### config.mk
export PLATFORM = sky130hd
export DESIGN_NAME = mul_wb_seq
export DESIGN_NICKNAME = d
export VERILOG_FILES = /design/src/rtl/mul_wb_seq_pkg.sv /design/src/rtl/mul_shift_add_core.sv /design/src/rtl/mul_wb_seq.sv
export SDC_FILE = /design/constraint.sdc
export NUM_CORES = 1
export LEC_CHECK = 0
export BUFFER_PORTS_ARGS = -buffer_cell sky130_fd_sc_hd__clkbuf_2
export CORE_MARGIN = 10
export CORE_UTILIZATION = 35
export DETAILED_ROUTE_END_ITERATION = 8
export PLACE_DENSITY = 0.51
export SETUP_SLACK_MARGIN = 0.05
export SYNTH_ARGS = -nofsm -noshare
export SYNTH_HDL_FRONTEND = slang
export SYNTH_SLANG_ARGS = --single-unit
### constraint.sdc
create_clock -name clk -period 8.8 [get_ports clk]
set_input_delay 1.32 -clock clk [delete_from_list [all_inputs] [get_ports clk]]
set_output_delay 1.32 -clock clk [all_outputs]
set_load 0.03 [all_outputs]
### src/rtl/mul_wb_seq_pkg.sv
// Shared encodings for the iterative multiplier and the main decoder.
package mul_wb_seq_pkg;

  localparam int MUL_ITERS = 32;

  typedef enum logic [1:0] {
    OP_MUL   = 2'b00,
    OP_UMULL = 2'b01,
    OP_SMULL = 2'b10,
    OP_RSVD  = 2'b11
  } mul_op_e;

  typedef enum logic [2:0] {
    ST_IDLE = 3'd0,
    ST_CALC = 3'd1,
    ST_SIGN = 3'd2,
    ST_WRLO = 3'd3,
    ST_WRHI = 3'd4
  } mul_state_e;

  // Long ops write two beats (Rd low, Ra high); everything else is one beat.
  function automatic logic is_long(input logic [1:0] op);
    return (op == OP_UMULL) || (op == OP_SMULL);
  endfunction

endpackage

### src/rtl/mul_shift_add_core.sv
// Radix-2 shift-add datapath: accumulator, multiplicand/multiplier shifters
// and iteration counter. Controlled by load/step/negate from the sequencer.
module mul_shift_add_core #(
  parameter int WIDTH = 32
) (
  input  logic                 clk,
  input  logic                 reset,
  input  logic                 load,
  input  logic                 step,
  input  logic                 negate,
  input  logic [WIDTH-1:0]     mcand_i,
  input  logic [WIDTH-1:0]     mplier_i,
  output logic [2*WIDTH-1:0]   acc_o,
  output logic                 last_o
);

  localparam int CW = $clog2(WIDTH);

  logic [2*WIDTH-1:0] acc_q, acc_d, mcand_q, mcand_d;
  logic [WIDTH-1:0]   mplier_q, mplier_d;
  logic [CW-1:0]      cnt_q, cnt_d;

  // Next-state for the datapath: load wins, then an iteration, then negation.
  always_comb begin
    acc_d    = acc_q;
    mcand_d  = mcand_q;
    mplier_d = mplier_q;
    cnt_d    = cnt_q;
    if (load) begin
      acc_d    = '0;
      mcand_d  = {{WIDTH{1'b0}}, mcand_i};
      mplier_d = mplier_i;
      cnt_d    = '0;
    end else if (step) begin
      if (mplier_q[0]) acc_d = acc_q + mcand_q;
      mcand_d  = mcand_q << 1;
      mplier_d = mplier_q >> 1;
      cnt_d    = cnt_q + 1'b1;
    end else if (negate) begin
      acc_d = -acc_q;
    end
  end

  // Datapath registers; reset clears everything so no stale product survives.
  always_ff @(posedge clk or posedge reset) begin
    if (reset) begin
      acc_q    <= '0;
      mcand_q  <= '0;
      mplier_q <= '0;
      cnt_q    <= '0;
    end else begin
      acc_q    <= acc_d;
      mcand_q  <= mcand_d;
      mplier_q <= mplier_d;
      cnt_q    <= cnt_d;
    end
  end

  assign acc_o  = acc_q;
  assign last_o = (cnt_q == CW'(WIDTH - 1));

endmodule

### src/rtl/mul_wb_seq.sv
// Iterative multiplier feeding the register-file write port: runs the
// shift-add core, fixes the sign for SMULL, then emits one or two write beats.
module mul_wb_seq
  import mul_wb_seq_pkg::*;
#(
  parameter int WIDTH = MUL_ITERS
) (
  input  logic             clk,
  input  logic             reset,
  input  logic             start,
  input  logic [1:0]       op,
  input  logic [WIDTH-1:0] a,
  input  logic [WIDTH-1:0] b,
  output logic             busy,
  output logic             done,
  output logic             we3_o,
  output logic             we4_o,
  output logic [WIDTH-1:0] wd3_o
);

  mul_state_e state_q, state_d;
  logic long_q, long_d, neg_q, neg_d;
  logic busy_q, busy_d, done_q, done_d, we3_q, we3_d, we4_q, we4_d;
  logic [WIDTH-1:0] wd3_q, wd3_d;

  logic load, step, negate, last, smull;
  logic [WIDTH-1:0]   a_mag, b_mag, mcand, mplier;
  logic [2*WIDTH-1:0] acc, fin;

  mul_shift_add_core #(.WIDTH(WIDTH)) u_core (
    .clk     (clk),
    .reset   (reset),
    .load    (load),
    .step    (step),
    .negate  (negate),
    .mcand_i (mcand),
    .mplier_i(mplier),
    .acc_o   (acc),
    .last_o  (last)
  );

  // |x| as unsigned: the most negative value maps to itself, which is exact.
  assign a_mag = a[WIDTH-1] ? -a : a;
  assign b_mag = b[WIDTH-1] ? -b : b;
  assign smull = (op == OP_SMULL);
  // Signed result seen one cycle early, so the low beat can be registered
  // on the same edge the core performs its negation.
  assign fin   = neg_q ? -acc : acc;

  // Sequencer next state plus registered-output next values (Moore).
  always_comb begin
    state_d = state_q;
    long_d  = long_q;
    neg_d   = neg_q;
    load    = 1'b0;
    step    = 1'b0;
    negate  = 1'b0;
    mcand   = a;
    mplier  = b;
    case (state_q)
      ST_IDLE: if (start) begin
        load    = 1'b1;
        long_d  = is_long(op);
        neg_d   = smull & (a[WIDTH-1] ^ b[WIDTH-1]);
        mcand   = smull ? a_mag : a;
        mplier  = smull ? b_mag : b;
        state_d = ST_CALC;
      end
      ST_CALC: begin
        step = 1'b1;
        if (last) state_d = ST_SIGN;
      end
      ST_SIGN: begin
        negate  = neg_q;
        state_d = ST_WRLO;
      end
      ST_WRLO: state_d = long_q ? ST_WRHI : ST_IDLE;
      ST_WRHI: state_d = ST_IDLE;
      default: state_d = ST_IDLE;
    endcase

    busy_d = (state_d != ST_IDLE);
    we3_d  = (state_d == ST_WRLO) || (state_d == ST_WRHI);
    we4_d  = (state_d == ST_WRHI);
    done_d = ((state_d == ST_WRLO) && !long_q) || (state_d == ST_WRHI);
    wd3_d  = '0;
    if (state_d == ST_WRLO)      wd3_d = fin[WIDTH-1:0];
    else if (state_d == ST_WRHI) wd3_d = acc[2*WIDTH-1:WIDTH];
  end

  // State, latched op info and all outputs; reset drops any write beat at once.
  always_ff @(posedge clk or posedge reset) begin
    if (reset) begin
      state_q <= ST_IDLE;
      long_q  <= 1'b0;
      neg_q   <= 1'b0;
      busy_q  <= 1'b0;
      done_q  <= 1'b0;
      we3_q   <= 1'b0;
      we4_q   <= 1'b0;
      wd3_q   <= '0;
    end else begin
      state_q <= state_d;
      long_q  <= long_d;
      neg_q   <= neg_d;
      busy_q  <= busy_d;
      done_q  <= done_d;
      we3_q   <= we3_d;
      we4_q   <= we4_d;
      wd3_q   <= wd3_d;
    end
  end

  assign busy  = busy_q;
  assign done  = done_q;
  assign we3_o = we3_q;
  assign we4_o = we4_q;
  assign wd3_o = wd3_q;

endmodule
# After elaboration in Yosys (flattened, before gate mapping)

Index checks and enable logic that the tools add are counted.
W data, S select, Z words.

Register bits after elaboration: 206
Bits in latches: 0
Memory bits (writable): 0
ROM bits: 0
Input bits: 69
Output and inout bits: 36
Logic and storage cells: 68
Memories kept: 0

Add/sub/neg operators: 5
Multipliers: 0
Div/mod/pow operators: 0
$lt $le $gt $ge: 0
Equal/unequal tests: 9
Shifts and indexed selects: 0
Multiplexer cells: 29
Bitwise logic cells: 2
Reductions and logical operators: 11

Operator list:

| kind                  | count |
|---|---|
| $mux W32              | 13 |
| $mux W64              | 6 |
| $add A64 B64 Y64      | 1 |
| $neg A32 Y32          | 2 |
| $neg A64 Y64          | 1 |
| $pmux W3 S4           | 1 |
| $mux W5               | 2 |
| $eq A3 B2 Y1 const B  | 3 |
| $mux W3               | 3 |
| $reduce_bool A3 Y1    | 2 |
| $add A5 B1 Y5 const B | 1 |
| $eq A5 B5 Y1 const B  | 1 |
| $mux W1               | 4 |
| $reduce_and A2 Y1     | 2 |
| $eq A3 B1 Y1 const B  | 1 |
| $eq A3 B3 Y1 const B  | 1 |
| $logic_not A3 Y1      | 1 |
| $logic_or A1 B1 Y1    | 3 |
| $ne A3 B2 Y1 const B  | 1 |
| $eq A2 B1 Y1 const B  | 1 |
| $eq A2 B2 Y1 const B  | 1 |
| $reduce_bool A2 Y1    | 1 |
| $and A1 B1 Y1         | 1 |
| $logic_and A1 B1 Y1   | 1 |
| 2 further kinds       | 2 |

# Logic depth before layout (Yosys ltp)

Word-level depth: 6
Mapped depth: 14
Gate-level depth less buffers: 13

# By module

From an unflattened synthesis, not the netlist that was laid out.

Cells, all modules: 1919
Area, all modules: 15782.6 um^2

Modules (own cells, without submodules):

| module             | instances | cells each | area each (um^2) | sequential area each (um^2) |
|---|---|---|---|---|
| mul_shift_add_core | 1         | 1469       | 12204.2          | 4129.0 |
| mul_wb_seq         | 1         | 450        | 3578.4           | 1026.0 |

# Worst setup path before layout

No wires, ideal clock.

Path kind: register to register
Start: reg u_core.acc_q[1], in the netlist u_core.acc_o[1]
End: reg u_core.acc_q[46], in the netlist u_core.acc_o[46]
Setup time: 0.129 ns
Arrival: 3.678 ns
Data required time: 8.671 ns
Setup slack: 4.994 ns
Stages on the path, launching flop included: 14
Buffers on the path: 2
Period minus slack after synthesis: 3.806 ns
Cell sequence: dfrtp_1 > inv_1 > ha_1 > or3b_1 > or3_1 > clkbuf_1 > or4_4 > or3_1 > buf_2 > or4_4 > or4_1 > nor3b_1 > a21oi_1 > o21ai_1

Word-level cells in the longest chain between the ends: 4
Elaborated cells between the ends (all ways): 6
Those cells by class: 2 x add/sub; 4 x mux

RTL lines:

| what                                                    | line                                               | RTL |
|---|---|---|
| from (decl)                                             | mul_shift_add_core.sv:19                           | `logic [2*WIDTH-1:0] acc_q, acc_d, mcand_q, mcand_d;` |
| from (signal assigned)                                  | mul_shift_add_core.sv:47                           | `acc_q <= '0;` |
| from (signal assigned)                                  | mul_shift_add_core.sv:52                           | `acc_q <= acc_d;` |
| $neg A64 Y64 / $add A64 B64 Y64 (equally long branches) | mul_shift_add_core.sv:40, mul_shift_add_core.sv:35 |  |
| $mux W64, on equally long branches                      | mul_shift_add_core.sv:39, mul_shift_add_core.sv:35 |  |
| $mux W64 *                                              | mul_shift_add_core.sv:34                           | `end else if (step) begin` |
| $mux W64 *                                              | mul_shift_add_core.sv:29                           | `if (load) begin` |

Mark *: on every way between the ends. The rest lies on a longest branch, timed or not. The select of a mux whose other input is x is not followed.
A chain may end at the register's enable or synchronous reset.

# Worst setup path in the final report

Start: reg u_core.acc_q[0], in the netlist u_core.acc_o[0]
End: reg u_core.acc_q[62], in the netlist u_core.acc_o[62]

Same word-level chain as after synthesis.

==> run summary <==
IO Count = 105
kind of critical path = reg2reg
relative slew slack = 0.3648
vias = 13810
pwr dens = 430.1 mW/mm²
Die Y-Extent = 224.3 µm
Yosys top cell area share = 0.3530
share of layout cells above drive strength 1 = 0.1025
maximum VDD drop = 0.0002745 V
CTS tree = built
Max-Cap Viols = 0
Clock Tree Buf Depth = 3
Slew @ Worst Pin = 942.8 ps
worst-path fanout max = 4
final-report setup violation count = 0
non-filler instance count after layout = 2385
htree depth = 1
largest net degree at the start of global routing = 90
full die area = 0.05029 mm²
Final #Nets = 1974
pins over their slew limit = 0
CORE AREA = 0.04102 mm²
final hold violations = 0
Port Buffers = 104
unrepaired setup endpoints after global routing = no
die width = 224.3 µm
drt pass-1 iters = 5
ant diodes = 0
status = completed
final wirelength = 49990 µm
endpoint class of the critical path = register
Pleak = 7.055 nW
EDFF count, synth = 0
synthesized area per cell = 8.144 µm²
Starting Density = 0.3560
Min-Delay Path Class = reg2reg
CTS sink count = 206
DR iter-0 viols = 1206
DPL Wire Length = 35760 µm
FP Rows = 74
count leader, synth = o21ai_0
ys async rst share = 1.000
synthesis warning total = 0
cell accounting for the most synthesized area = dfrtp_1
Final Skew = 16.09 ps
setup bufs post-CTS = 0
Final Util = 0.4001
total grt overflow = 0
synthesized area = 0.01460 mm²
Tmin final = 4247 ps
period utilisation layout = 0.4827
Setup TNS = 0 ps
Post-synth top cells = o21ai_0 (248), nand2_1 (212), dfrtp_1 (206), nor2_1 (128), a21oi_1 (120)
Root Buffer = clkbuf_16
CTS hold repair buffers = 0
Worst-Skew Late Latency = 560 ps
vias in the first global route = 13310
GP Congestion = 0.9062
Area Overhead vs Synth = 12.39%
Via density = 5.789
first-pass GRT wire length = 78070 µm
synth top area cells = dfrtp_1 (35%), o21ai_0 (8.5%), ha_1 (5.9%)
syn_nets = 1932
Seq/Total Area, Yosys = 0.3530
Antenna Nets Post-Route = 0
ys flop type = dfrtp_1
critical path required time = 9230 ps
initial antenna violation count = 1
fmax = 0.2354 GHz
placed insts = 2339
Arrival @ worst endpoint = 4680 ps
Residual DRC = 0
Total Routing Usage GR = 0.1930
cts repair resizes = 0
startpoint types = register
drt wl/cell = 20.96 µm
clk slew on worst S/H paths = 60 ps
Post-Syn Instances = 1793
Netlist cell types = 70
total CTS buffers = 26
Yosys reg bits = 206
==> sequential cells by signal, indices dropped and copies added, names as in the netlist, 3 cells and up <==
register         cells
wd3_o               32
state_q              3
u_core.cnt_q         5
u_core.acc_o        64
u_core.mplier_q     32
u_core.mcand_q      64
==> area by class of cell <==
type,instances,area (µm²)
tap,532,665.6
timing repair buffer,122,655.6
sequential,206,5155
clock buffer,32,723.2
clock inverter,14,148.9
inverter,39,153.9
fill,4226,24600
multi-input combinational,1440,8910
==> logic make-up (layout without fill, tap and decap cells) <==
| kind of cell | after synthesis | count (layout) | share of synthesized area |
|---|---|---|---|
| AO/OA/AOI/OAI | 652 | 652 | 0.2727 |
| AND/OR/NAND/NOR | 565 | 565 | 0.1834 |
| flip-flops | 206 | 206 | 0.3530 |
| XOR/XNOR | 149 | 149 | 0.08937 |
| buffers and inverters | 147 | 207 | 0.03813 |
| adder cells (fa/ha/maj) | 70 | 70 | 0.06049 |
| multiplexers | 4 | 4 | 0.002828 |
==> power breakdown <==
group	internal, mW	switching, mW	leakage, nW	total [mW]
Sequential	1.34	0.491	2.61	1.83
Combinational	1.52	2.61	4.02	4.12
Clock	0.643	0.461	0.421	1.10
==> worst max-delay path, stage by stage, from the launching register on <==
cell and delay, ps:
dfrtp_1 380, ha_1 220, fa_1 240, a21oi_1 120, o211ai_1 270, or4b_2 630
o211ai_1 220, a31o_2 280, a41oi_1 210, o21ai_0 530, a41oi_1 330, o31ai_1 390
o22ai_1 130, nand4b_1 180
==> worst paths after layout <==
kind                                     startpoint                  end  slack, ps  cells past startpoint
worst min register to register  u_core.mplier_q[24]  u_core.mplier_q[24]        480                      2
max in group asynchronous                     reset   u_core.mcand_q[31]       6630                      3
worst min-delay path            u_core.mplier_q[24]  u_core.mplier_q[24]        480                      2
worst max-delay path                u_core.acc_o[0]     u_core.acc_o[62]       4550                     13
worst max register to register      u_core.acc_o[0]     u_core.acc_o[62]       4550                     13
min in group asynchronous                     reset      u_core.acc_o[9]        860                      2
==> stage by stage <==
step	setup slack, ps	hold slack, ps	total power, mW	instance area, µm²
5_1_grt	4391	498.8	7.606	16410
6_report	4553	483.5	7.058	16410
3_3_place_gp	4569	463.7	5.846	15540
4_1_cts	4629	486.3	7.015	16410
2_1_floorplan	1856	450.0	4.657	14600
3_5_place_dp	4522	473.5	5.886	15540
==> routing by layer <==
metal | wire (µm) | track usage | vias up
met5 | 0 | 0 | -
met4 | 1028 | 0.04519 | 0
met3 | 3080 | 0.02824 | 61
met2 | 22140 | 0.3044 | 427
met1 | 23740 | 0.2730 | 6683
li1 | - | - | 6635
==> layout by cell type (no fill, tap or decap), types with 18 or more instances in the layout <==
cell type / synthesis / layout
o21ai_0: 248 / 248
nand2_1: 212 / 212
dfrtp_1: 206 / 206
nor2_1: 128 / 127
a21oi_1: 120 / 120
clkbuf_2: 1 / 104
xor2_1: 80 / 80
xnor2_1: 69 / 69
ha_1: 69 / 69
o22ai_1: 59 / 59
a22oi_1: 45 / 45
nor3_1: 45 / 44
or3_1: 41 / 41
inv_1: 39 / 37
a21o_1: 36 / 36
a22o_1: 36 / 36
clkbuf_16: 0 / 26
nand3_1: 26 / 25
nand4_1: 18 / 18
o21bai_1: 18 / 18
buf_4: 0 / 18
No activity file was read; power rests on OpenSTA's default activity.
